[src/rtl/servo_motion_ctrl.sv]
// servo_motion_ctrl
//   Motion sequencer for the servo pulse generator. Owns the commanded
//   pulse width (microseconds) and slews it toward a clamped target at most
//   SLEW_US per frame tick, so the servo never sees a step change.
//
//   Ports
//     CLK        system clock
//     RST        asynchronous active-high reset
//     step_up    one-cycle pulse: raise target by STEP_US (MANUAL only)
//     step_dn    one-cycle pulse: lower target by STEP_US (MANUAL only)
//     sweep_tog  one-cycle pulse: enter / leave sweep mode
//     recenter   one-cycle pulse: slew back to CENTER_US
//     pulse_len  commanded pulse width in us, to the servo
//     mode       0 MANUAL, 1 SWEEP_UP, 2 SWEEP_DN, 3 CENTERING
//     at_limit   registered: pulse_len sits on MIN_US or MAX_US
//     settled    registered: MANUAL and pulse_len has reached target
module servo_motion_ctrl #(
  parameter int TICK_CYCLES = 2000000,
  parameter int MIN_US      = 1000,
  parameter int MAX_US      = 2000,
  parameter int CENTER_US   = 1500,
  parameter int STEP_US     = 100,
  parameter int SLEW_US     = 10
) (
  input  logic        CLK,
  input  logic        RST,
  input  logic        step_up,
  input  logic        step_dn,
  input  logic        sweep_tog,
  input  logic        recenter,
  output logic [15:0] pulse_len,
  output logic [1:0]  mode,
  output logic        at_limit,
  output logic        settled
);

  if (!(MIN_US >= 0 && MIN_US <= CENTER_US && CENTER_US <= MAX_US &&
        STEP_US >= 0 && MAX_US + STEP_US < 65536 &&
        SLEW_US > 0 && SLEW_US < 65536 && TICK_CYCLES > 0)) begin : g_bad_params
    $error("servo_motion_ctrl: illegal parameter set");
  end

  typedef enum logic [1:0] {
    MANUAL    = 2'd0,
    SWEEP_UP  = 2'd1,
    SWEEP_DN  = 2'd2,
    CENTERING = 2'd3
  } mode_e;

  localparam int CNT_W = (TICK_CYCLES > 1) ? $clog2(TICK_CYCLES) : 1;
  localparam logic [CNT_W-1:0] CNT_LAST = CNT_W'(TICK_CYCLES - 1);

  localparam logic [15:0] MIN_V    = 16'(MIN_US);
  localparam logic [15:0] MAX_V    = 16'(MAX_US);
  localparam logic [15:0] CENTER_V = 16'(CENTER_US);

  // 17-bit signed intermediates: every sum/difference below fits without wrap.
  localparam logic signed [16:0] MIN_S  = 17'(MIN_US);
  localparam logic signed [16:0] MAX_S  = 17'(MAX_US);
  localparam logic signed [16:0] STEP_S = 17'(STEP_US);
  localparam logic signed [16:0] SLEW_S = 17'(SLEW_US);

  localparam logic AT_LIMIT_RST = (CENTER_US == MIN_US) || (CENTER_US == MAX_US);

  function automatic logic signed [16:0] ext_us(input logic [15:0] v);
    return $signed({1'b0, v});
  endfunction

  function automatic logic [15:0] sat_us(input logic signed [16:0] v);
    if (v < MIN_S) return MIN_V;
    if (v > MAX_S) return MAX_V;
    return v[15:0];
  endfunction

  // Move p toward t by at most SLEW_US; lands exactly on t when closer.
  function automatic logic [15:0] slew_toward(input logic [15:0] p, input logic [15:0] t);
    logic signed [16:0] d;
    d = ext_us(t) - ext_us(p);
    if (d > SLEW_S)  return sat_us(ext_us(p) + SLEW_S);
    if (d < -SLEW_S) return sat_us(ext_us(p) - SLEW_S);
    return t;
  endfunction

  function automatic logic [15:0] sweep_up_us(input logic [15:0] p);
    if (MAX_S - ext_us(p) > SLEW_S) return sat_us(ext_us(p) + SLEW_S);
    return MAX_V;
  endfunction

  function automatic logic [15:0] sweep_dn_us(input logic [15:0] p);
    if (ext_us(p) - MIN_S > SLEW_S) return sat_us(ext_us(p) - SLEW_S);
    return MIN_V;
  endfunction

  logic [CNT_W-1:0] tick_cnt;
  logic             tick;
  mode_e            state_q, state_d;
  logic [15:0]      target_q, target_d;
  logic [15:0]      pulse_d;

  // ---- stage 0: free-running frame tick, independent of mode ----
  assign tick = (tick_cnt == CNT_LAST);

  always_ff @(posedge CLK or posedge RST) begin
    if (RST)       tick_cnt <= '0;
    else if (tick) tick_cnt <= '0;
    else           tick_cnt <= tick_cnt + 1'b1;
  end

  // ---- stage 1: command decode and slew ----
  // The slew is computed from the registered state/target, so a command
  // landing on a tick edge only affects the following ticks.
  always_comb begin
    state_d  = state_q;
    target_d = target_q;
    pulse_d  = pulse_len;

    if (tick) begin
      case (state_q)
        MANUAL, CENTERING: pulse_d = slew_toward(pulse_len, target_q);
        SWEEP_UP: begin
          if (pulse_len >= MAX_V) state_d = SWEEP_DN;
          else                    pulse_d = sweep_up_us(pulse_len);
        end
        SWEEP_DN: begin
          if (pulse_len <= MIN_V) state_d = SWEEP_UP;
          else                    pulse_d = sweep_dn_us(pulse_len);
        end
        default: ;
      endcase
    end

    if (state_q == CENTERING && pulse_len == target_q) state_d = MANUAL;

    if (recenter) begin
      target_d = CENTER_V;
      state_d  = CENTERING;
    end else if (sweep_tog) begin
      case (state_q)
        MANUAL: state_d = SWEEP_UP;
        SWEEP_UP, SWEEP_DN: begin
          // Freeze where the output will actually be after this edge.
          state_d  = MANUAL;
          target_d = pulse_d;
        end
        default: ;
      endcase
    end else if (state_q == MANUAL) begin
      if (step_up && !step_dn)      target_d = sat_us(ext_us(target_q) + STEP_S);
      else if (step_dn && !step_up) target_d = sat_us(ext_us(target_q) - STEP_S);
    end
  end

  always_ff @(posedge CLK or posedge RST) begin
    if (RST) begin
      state_q   <= MANUAL;
      target_q  <= CENTER_V;
      pulse_len <= CENTER_V;
    end else begin
      state_q   <= state_d;
      target_q  <= target_d;
      pulse_len <= pulse_d;
    end
  end

  // ---- stage 2: status flags from the registered position ----
  always_ff @(posedge CLK or posedge RST) begin
    if (RST) begin
      at_limit <= AT_LIMIT_RST;
      settled  <= 1'b1;
    end else begin
      at_limit <= (pulse_len == MIN_V) || (pulse_len == MAX_V);
      settled  <= (state_q == MANUAL) && (pulse_len == target_q);
    end
  end

  assign mode = state_q;

endmodule
[config.mk]
export PLATFORM = sky130hd
export DESIGN_NAME = servo_motion_ctrl
export DESIGN_NICKNAME = d
export VERILOG_FILES = /design/src/rtl/servo_motion_ctrl.sv
export SDC_FILE = /design/constraint.sdc
export NUM_CORES = 1
export LEC_CHECK = 0
export ABC_CLOCK_PERIOD_IN_PS = 9960
export CAP_MARGIN = 20
export CORE_MARGIN = 5
export CORE_UTILIZATION = 60
export CTS_CLUSTER_SIZE = 30
export DETAILED_ROUTE_END_ITERATION = 16
export GPL_TIMING_DRIVEN = 0
export HOLD_SLACK_MARGIN = 0.03
export PLACE_DENSITY = 0.79
export SLEW_MARGIN = 20
export SYNTH_ARGS = -nofsm -noshare
export SYNTH_HDL_FRONTEND = slang
export SYNTH_SLANG_ARGS = --single-unit
[constraint.sdc]
create_clock -name CLK -period 9.96 [get_ports CLK]
set_clock_uncertainty 0.1 [all_clocks]
set_input_delay 1.494 -clock CLK [delete_from_list [all_inputs] [get_ports CLK]]
set_output_delay 1.494 -clock CLK [all_outputs]
set_load 0.01 [all_outputs]
==> results of run 1 <==
-- registers in the layout, indices dropped and copies added, names as in the netlist --
register,count
tick_cnt,21
settled,1
target_q,16
pulse_len,16
at_limit,1
mode,2
-- final timing paths --
path	endpoint	start	slack, ps
max	pulse_len[15]$_DFF_PP0_	pulse_len[7]$_DFF_PP1_	5140
min	tick_cnt[0]$_DFF_PP0_	tick_cnt[0]$_DFF_PP0_	390
max reg2reg	pulse_len[15]$_DFF_PP0_	pulse_len[7]$_DFF_PP1_	5140
min reg2reg	tick_cnt[0]$_DFF_PP0_	tick_cnt[0]$_DFF_PP0_	390
max in group asynchronous	pulse_len[5]$_DFF_PP0_	RST	7770
min in group asynchronous	tick_cnt[15]$_DFF_PP0_	RST	1540
-- layout make-up --
class | instances | area, sq um | share of cell area
Multi-Input combinational cell | 744 | 5030 | 0.662
Sequential cell | 57 | 1450 | 0.190
Timing Repair Buffer | 24 | 240 | 0.0316
Buffer | 48 | 226 | 0.0298
Clock buffer | 9 | 225 | 0.0296
Tap cell | 143 | 179 | 0.0236
Inverter | 40 | 153 | 0.0201
Clock inverter | 7 | 101 | 0.0133
-- per-layer routing --
layer / part of all wire / up-vias / wire, um / GRT usage
met1: 0.41 / 3651 / 9980 / 0.501
met2: 0.44 / 551 / 10700 / 0.558
li1: - / 3422 / - / -
met3: 0.10 / 95 / 2540 / 0.0740
met4: 0.042 / 0 / 1020 / 0.155
met5: 0 / - / 0 / 0
-- placed cells by master (no fill, tap or decap), drive strengths merged, types with 27 or more instances in the layout --
cell    synthesis  layout
a21oi          74      74
nor2           73      73
nand2          66      66
o21ai          61      61
dfrtp          42      42
inv            38      40
nand3          37      37
ha             35      35
clkbuf         26      35
xnor2          32      32
nor3           27      27
-- cells in the mapped netlist, drive strengths merged (8+ instances only) --
master	instances	area, sq um
a21boi	8	60.1
and2	11	71.3
a21o	12	97.6
nand3	37	195
a211oi	16	145
xor2	16	140
clkbuf	26	98.8
nor3	27	146
ha	35	438
a21oi	74	397
a221oi	9	85.1
a22o	11	96.3
o211ai	14	110
dfstp	15	394
or3	10	67.6
inv	38	143
nor2b	12	82.6
nor4	12	105
and3	20	125
or2	9	56.3
buf	22	128
o221ai	9	78.8
o21a	9	67.6
xnor2	32	280
nand2b	21	131
nand4	20	125
nor2	73	279
o21ai	61	305
o22ai	8	50.1
mux2i	9	90.1
dfrtp	42	1050
nand2	66	250
-- cells by family after synthesis --
family,Yosys count,synth area share
muxes,11,0.0175
xor gates and xnor gates,48,0.0614
buffers and inverters,88,0.0550
adders and majority gates,36,0.0669
DFF,57,0.211
and+or+nand+nor,347,0.275
AOI/OAI and AO/OA,302,0.313
-- power groups by stage --
stage	Sequential (mW)	Combinational (mW)	Clock [mW]
CTS	0.270	0.506	0.340
floorplan	0.266	0.389	0
global placement	0.272	0.491	0
finish	0.271	0.525	0.339
detailed placement	0.274	0.501	0
global route	0.272	0.568	0.353
==> flow_metrics.tcl, run 1 <==
set metrics [dict create \
    drtIter0Drc 1141 \
    crit_slowest_cell "dfstp_2" \
    rsz0062_at_grt "false" \
    vias_per_cell 7.20 \
    reg2reg_depth 15 \
    grt_pass1_wl_um 38800 \
    slew_headroom 0.414 \
    switching_share 0.416 \
    grt_usage 0.365 \
    nFillCells 985 \
    hp-class "flip-flop to flip-flop" \
    crit_chain "buf_2 -> buf_1 -> inv_1 -> ha_1 -> buf_2 -> a21o_1 -> a211oi_2 -> nor3b_1 -> a2111oi_0 -> nand4_1 -> nor4_4 -> nand2b_1 -> nand2_2 -> nor2_2 -> a22o_1" \
    cp_max_fo 10 \
    cts_buffer_depth 2 \
    finalWeightedCongestion 1.09 \
    synthArstFlopShare 1.00 \
    power_frac_clock 0.299 \
    netlist_instances 889 \
    vias 7719 \
    crit_type "flip-flop to flip-flop" \
    cts_buffers 9 \
    outcome "finished clean" \
    cp.depth 15 \
    clock_latency_ps 340 \
    p_total_mw 1.14 \
    postCtsSetupRepairBufs 0 \
    yosysWarningCount 0 \
    syn_nets 931 \
    sequentialPowerShare 0.239 \
    min_period_ps 4820 \
    dr.pass1.iters 6 \
    p_int_mw 0.663 \
    row_count 39 \
    ys_seq_area_frac 0.211 \
    h-tree-depth 3 \
    die_x_um 117 \
    cts_tree "done" \
    io-pin-count 26 \
    switchingPower_mw 0.472 \
    placed_area_sq_mm 0.00727 \
    worstSetupEndpointType "flip-flop" \
    initial_core_util 0.605 \
    dieHeight_um 117 \
    postLayoutCellArea_sq_mm 0.00760 \
    synthFlopType "dfrtp_1" \
    drive_gt1_frac 0.105 \
    synth_edf_count 0 \
    syn_to_final_growth_pct 10.9 \
    grt_overflow 0 \
    start_kind "flip-flop" \
    ant_nets 0 \
    ys_ff_latch 57 \
    drt_wl_total_um 24300 \
    cp_top_family "simple AND/OR/NAND/NOR gates" \
    yosysUniqueCellTypes 96 \
    core_sq_mm 0.0113 \
    routedWlPerCell_um 22.7 \
    worstHoldPathCells 1 \
    cp.arrival_ps 4990 \
    place_ws_ps 5320 \
    dp.cells 1056 \
    drc 0 \
    synth_area_sq_mm 0.00685 \
    maxSlewViolCount 0 \
    whs_ps 389 \
    clkTransAtPathRegs_ps 60 \
    grt_max_degree 58 \
    tns_ps 0 \
    cp.required_ps 10130 \
    stdcell_count 1072 \
    cts_root_buf "clkbuf_16" \
    dieArea_sq_mm 0.0137 \
    grt_pass1_vias 7217 \
    finalHoldViolCount 0 \
    max_freq_mhz 207 \
    cts.repair.resized 0 \
    setup_slack_ps 5140 \
    p_comb_frac 0.462 \
    utilization 0.671 \
    p_leak_nw 2.91 \
    worstMarginPinSlew_ps 865 \
    power.density_mw_per_mm2 149 \
    finalCritPeriodShare 0.484 \
    cpMostUsedCell "buf_2" \
    io_buffers 24 \
    diodes 0 \
    hold_buffers 0 \
    cp_num_buf_inv 4 \
    antenna_found_initial 0 \
    slowest_delay_ps 550 \
    dp_hpwl_um 18500 \
    vdd_ir_drop_max_mv 0.130 \
    final_nets 966 \
    clock-sinks 57 \
    syn_area_per_cell_sq_um 7.70 \
    setup_viol 0 \
    maxCapViolCount 0 \
]
No activity file was read; power rests on OpenSTA's default activity.
==> inputs of run 2 (changes only) <==
ABC_CLOCK_PERIOD_IN_PS = 4010   (was 9960)
CORE_UTILIZATION = 57   (was 60)
PLACE_DENSITY = 0.78   (was 0.79)
clock period = 4.01 ns   (was 9.96 ns; I/O delays follow)
==> flow_metrics.tcl, run 2 (synthesis results as in run 1) <==
set metrics [dict create \
    cts_tree "done" \
    outcome "finished clean" \
    start_kind "flip-flop" \
    postLayoutCellArea_sq_mm 0.00810 \
    initial_core_util 0.575 \
    grt_max_degree 48 \
    dieArea_sq_mm 0.0143 \
    slowest_delay_ps 590 \
    grt_pass1_vias 6997 \
    clkTransAtPathRegs_ps 60 \
    power.density_mw_per_mm2 362 \
    cp.arrival_ps 4110 \
    cp_top_family "simple AND/OR/NAND/NOR gates" \
    vdd_ir_drop_max_mv 0.289 \
    vias 7688 \
    place_ws_ps -725 \
    clock_latency_ps 340 \
    largest_reg_flops 21 \
    maxCapViolCount 0 \
    dieHeight_um 120 \
    row_count 40 \
    layout_commonest_cell "a21oi_1" \
    setup_viol 0 \
    whs_ps 390 \
    cts_buffer_depth 2 \
    p_total_mw 2.93 \
    maxSlewViolCount 0 \
    worstSetupEndpointType "flip-flop" \
    ant_nets 0 \
    reg_top3 "tick_cnt: 21 flops, pulse_len: 16 flops, target_q: 16 flops" \
    cp_num_buf_inv 4 \
    final_cell_mix "a21oi_1 (69), nor2_1 (68), nand2_1 (65)" \
    hp-class "flip-flop to flip-flop" \
    dp.cells 1061 \
    stdcell_count 1096 \
    dr.pass1.iters 5 \
    finalWeightedCongestion 0.966 \
    cp_max_fo 10 \
    drc 0 \
    grt_pass1_wl_um 38100 \
    grt_usage 0.338 \
    placed_area_sq_mm 0.00730 \
    io-pin-count 26 \
    top_register "tick_cnt" \
    slew_headroom 0.448 \
    finalHoldViolCount 0 \
    vias_per_cell 7.01 \
    utilization 0.680 \
    io_buffers 24 \
    cts_buffers 9 \
    p_leak_nw 3.08 \
    dp_hpwl_um 18600 \
    worstMarginPinSlew_ps 828 \
    crit_chain "clkbuf_16 -> clkinvlp_4 -> ha_4 -> buf_6 -> and2_4 -> a221o_1 -> a221o_1 -> or3_4 -> a31oi_4 -> nand4b_1 -> nand2b_1 -> buf_6 -> nand3_1 -> and3_1 -> a211oi_2" \
    antenna_found_initial 0 \
    min_period_ps 3970 \
    drtIter0Drc 1291 \
    syn_to_final_growth_pct 18.2 \
    diodes 0 \
    h-tree-depth 3 \
    crit_slowest_cell "dfstp_2" \
    finalCritPeriodShare 0.990 \
    clock-sinks 57 \
    setup_slack_ps 40.7 \
    tns_ps 0 \
    routedWlPerCell_um 22.8 \
    core_sq_mm 0.0119 \
    cp.required_ps 4160 \
    final_nets 986 \
    die_x_um 120 \
    max_freq_mhz 252 \
    cts_root_buf "clkbuf_16" \
    drt_wl_total_um 25000 \
    crit_type "flip-flop to flip-flop" \
    grt_overflow 0 \
    drive_gt1_frac 0.169 \
]
[run 2: final timing paths]
path / from / end / slack, ps / cells past startpoint
max reg2reg: pulse_len[8]$_DFF_PP1_ / pulse_len[4]$_DFF_PP1_ / 40 / 15
min in group asynchronous: RST / tick_cnt[19]$_DFF_PP0_ / 410 / 2
max: pulse_len[8]$_DFF_PP1_ / pulse_len[4]$_DFF_PP1_ / 40 / 15
min reg2reg: tick_cnt[11]$_DFF_PP0_ / tick_cnt[11]$_DFF_PP0_ / 390 / 1
min: tick_cnt[11]$_DFF_PP0_ / tick_cnt[11]$_DFF_PP0_ / 390 / 1
max in group asynchronous: RST / pulse_len[10]$_DFF_PP1_ / 2860 / 3
[run 2: final cells by class]
| class | count | area, sq um |
|---|---|---|
| timing repair buffer | 50 | 472 |
| sequential | 57 | 1450 |
| tap | 147 | 184 |
| clock inverter | 7 | 78.8 |
| fill | 1014 | 3810 |
| clock buffer | 9 | 225 |
| buffer | 42 | 270 |
| inverter | 40 | 181 |
| multi-input combinational | 744 | 5240 |
[run 2: report_power, final]
group / switching (mW) / total, mW / internal [mW] / leakage [nW]
combinational: 0.877 / 1.45 / 0.573 / 2.22
clock: 0.318 / 0.804 / 0.486 / 0.139
sequential: 0.0564 / 0.680 / 0.624 / 0.716
total: 1.25 / 2.93 / 1.68 / 3.08
[run 2: what timing repair did]
item,CTS,global route
hold buffers,0,0
endpoints found under the setup margin,23,27
setup buffers,14,11
pin swaps,3,14
resized for setup,38,46
[run 2: routing by layer]
layer	share of wire	wire (um)	global-route usage	vias to the layer above
li1	-	-	-	3465
met1	0.43	10600	0.474	3693
met2	0.43	10800	0.497	470
met3	0.12	2900	0.0961	60
met4	0.027	670	0.121	0
met5	0	0	0	-
[run 2: worst reg2reg max path, cell delays in order, from the launching register on]
cell	delay [ps]
dfstp_2	590
clkbuf_16	160
clkinvlp_4	130
ha_4	270
buf_6	130
and2_4	160
a221o_1	360
a221o_1	340
or3_4	400
a31oi_4	210
nand4b_1	200
nand2b_1	160
buf_6	140
nand3_1	80
and3_1	200
a211oi_2	250
==> inputs of run 3 (changes only) <==
CORE_UTILIZATION = 60   (was 57)
DONT_BUFFER_PORTS = 1   (was default)
PLACE_DENSITY = 0.79   (was 0.78)
==> flow_metrics.tcl, run 3 (synthesis results as in run 1) <==
set metrics [dict create \
    cts_buffer_depth 2 \
    syn_to_final_growth_pct 13.9 \
    max_freq_mhz 252 \
    setup_slack_ps 46.1 \
    outcome "finished clean" \
    reg_top3 "tick_cnt: 21 flops, pulse_len: 16 flops, target_q: 16 flops" \
    die_x_um 117 \
    maxCapViolCount 0 \
    worstMarginPinSlew_ps 754 \
    finalHoldViolCount 0 \
    worstSetupEndpointType "flip-flop" \
    finalWeightedCongestion 1.04 \
    vdd_ir_drop_max_mv 0.240 \
    largest_reg_flops 21 \
    top_usage_layer "met2" \
    min_period_ps 3960 \
    drtIter0Drc 1193 \
    io-pin-count 26 \
    clock_latency_ps 340 \
    dieArea_sq_mm 0.0137 \
    initial_core_util 0.605 \
    use_met3 0.0725 \
    crit_type "flip-flop to flip-flop" \
    grt.met2_usage 0.508 \
    grt_usage 0.346 \
    nFillCells 976 \
    switching_share 0.410 \
    vias 7580 \
    start_kind "flip-flop" \
    p_int_mw 1.75 \
    hp-class "primary input to asynchronous set/reset pin" \
    dr.pass1.iters 7 \
    clock-sinks 57 \
    setup_viol 0 \
    drive_gt1_frac 0.173 \
    p_leak_nw 2.96 \
    power.density_mw_per_mm2 381 \
    sequentialPowerShare 0.228 \
    place_ws_ps -753 \
    power_frac_clock 0.291 \
    grt_pass1_wl_um 36600 \
    p_comb_frac 0.481 \
    clkTransAtPathRegs_ps 60 \
    cts_root_buf "clkbuf_16" \
    final_nets 955 \
    multi_input_area_sq_mm 0.00524 \
    h-tree-depth 3 \
    tns_ps 0 \
    routedWlPerCell_um 22.5 \
    diodes 0 \
    top_register "tick_cnt" \
    ant_nets 0 \
    slew_headroom 0.495 \
    drt_wl_total_um 23900 \
    grt_pass1_vias 6821 \
    dieHeight_um 117 \
    cp.arrival_ps 4100 \
    cts_buffers 9 \
    cp.required_ps 4150 \
    maxSlewViolCount 0 \
    cp_max_fo 7 \
    antenna_found_initial 0 \
    core_sq_mm 0.0113 \
    finalCritPeriodShare 0.989 \
    grt_max_degree 58 \
    register_area_sq_mm 0.00146 \
    cts_tree "done" \
    hold_buffers 0 \
    io_buffers 0 \
    switchingPower_mw 1.22 \
    grt_overflow 0 \
    row_count 39 \
    drc 0 \
    dp_hpwl_um 17400 \
    final_cell_mix "nor2_1 (68), a21oi_1 (68), nand2_1 (64)" \
    vias_per_cell 7.14 \
    grtUsageMet1 0.482 \
]
==> run 3: repair_timing <==
| action | CTS | global route |
|---|---|---|
| resized for setup | 31 | 60 |
| setup buffers | 5 | 11 |
| pin swaps | 3 | 21 |
| cloned | 1 | 0 |
| setup endpoints to repair | 22 | 24 |
==> run 3: layer usage <==
metal | wire [um] | vias to the layer above | share of wire
li1 | - | 3396 | -
met1 | 9680 | 3579 | 0.40
met2 | 10200 | 499 | 0.43
met3 | 2760 | 106 | 0.12
met4 | 1290 | 0 | 0.054
met5 | 0 | - | 0
==> run 3: power by group through the flow <==
stage / clock network (mW) / logic, mW / registers, mW
global placement: 0 / 1.21 / 0.681
CTS: 0.865 / 1.28 / 0.673
global route: 0.895 / 1.52 / 0.682
finish: 0.865 / 1.43 / 0.679
floorplan: 0 / 0.965 / 0.662
detailed placement: 0 / 1.22 / 0.681
==> run 3: final timing paths <==
kind	start	slack, ps	cells past startpoint	end
worst max-delay path	pulse_len[4]$_DFF_PP1_	50	14	pulse_len[2]$_DFF_PP1_
worst min-delay path	RST	160	1	tick_cnt[13]$_DFF_PP0_
worst max register to register	pulse_len[4]$_DFF_PP1_	50	14	pulse_len[2]$_DFF_PP1_
worst min register to register	tick_cnt[4]$_DFF_PP0_	390	1	tick_cnt[4]$_DFF_PP0_
max in group asynchronous	RST	3140	1	pulse_len[0]$_DFF_PP0_
min in group CLK	recenter	280	2	mode[0]$_DFF_PP0_
==> run 3: per-stage QoR <==
stage / total power, mW / instance area [sq um] / instances / hold WS (ps) / util
after floorplan: 1.63 / 6850 / 889 / 348 / -
final: 2.97 / 7800 / 1061 / 163 / 0.689
after CTS: 2.82 / 7520 / 1052 / 183 / 0.664
after global placement: 1.89 / 7030 / 1032 / 375 / 0.621
after global routing: 3.10 / 7800 / 1061 / 224 / 0.689
after detailed placement: 1.90 / 7030 / 1032 / 382 / 0.621
==> run 3: area by class of cell <==
type	count	share of cell area
plain buffers	44	0.0351
inverters	40	0.0229
clock buffers	12	0.0329
flip-flops and latches	57	0.187
multi-input cells	744	0.672
well taps	143	0.0229
clock inverters	4	0.00978
repair buffers	17	0.0176
==> run 3: critical path, cell delays in order, from the launching register on <==
cell and delay (ps):
dfstp_2 610, buf_6 150, clkinvlp_4 190, ha_4 370, nand2_1 120, a211oi_4 350, nor3_1 130, a2111oi_1 360
nand4_1 200, nor4_4 450, nor2b_1 120, buf_6 160, mux2_4 300, a21oi_2 140, o21ai_1 110
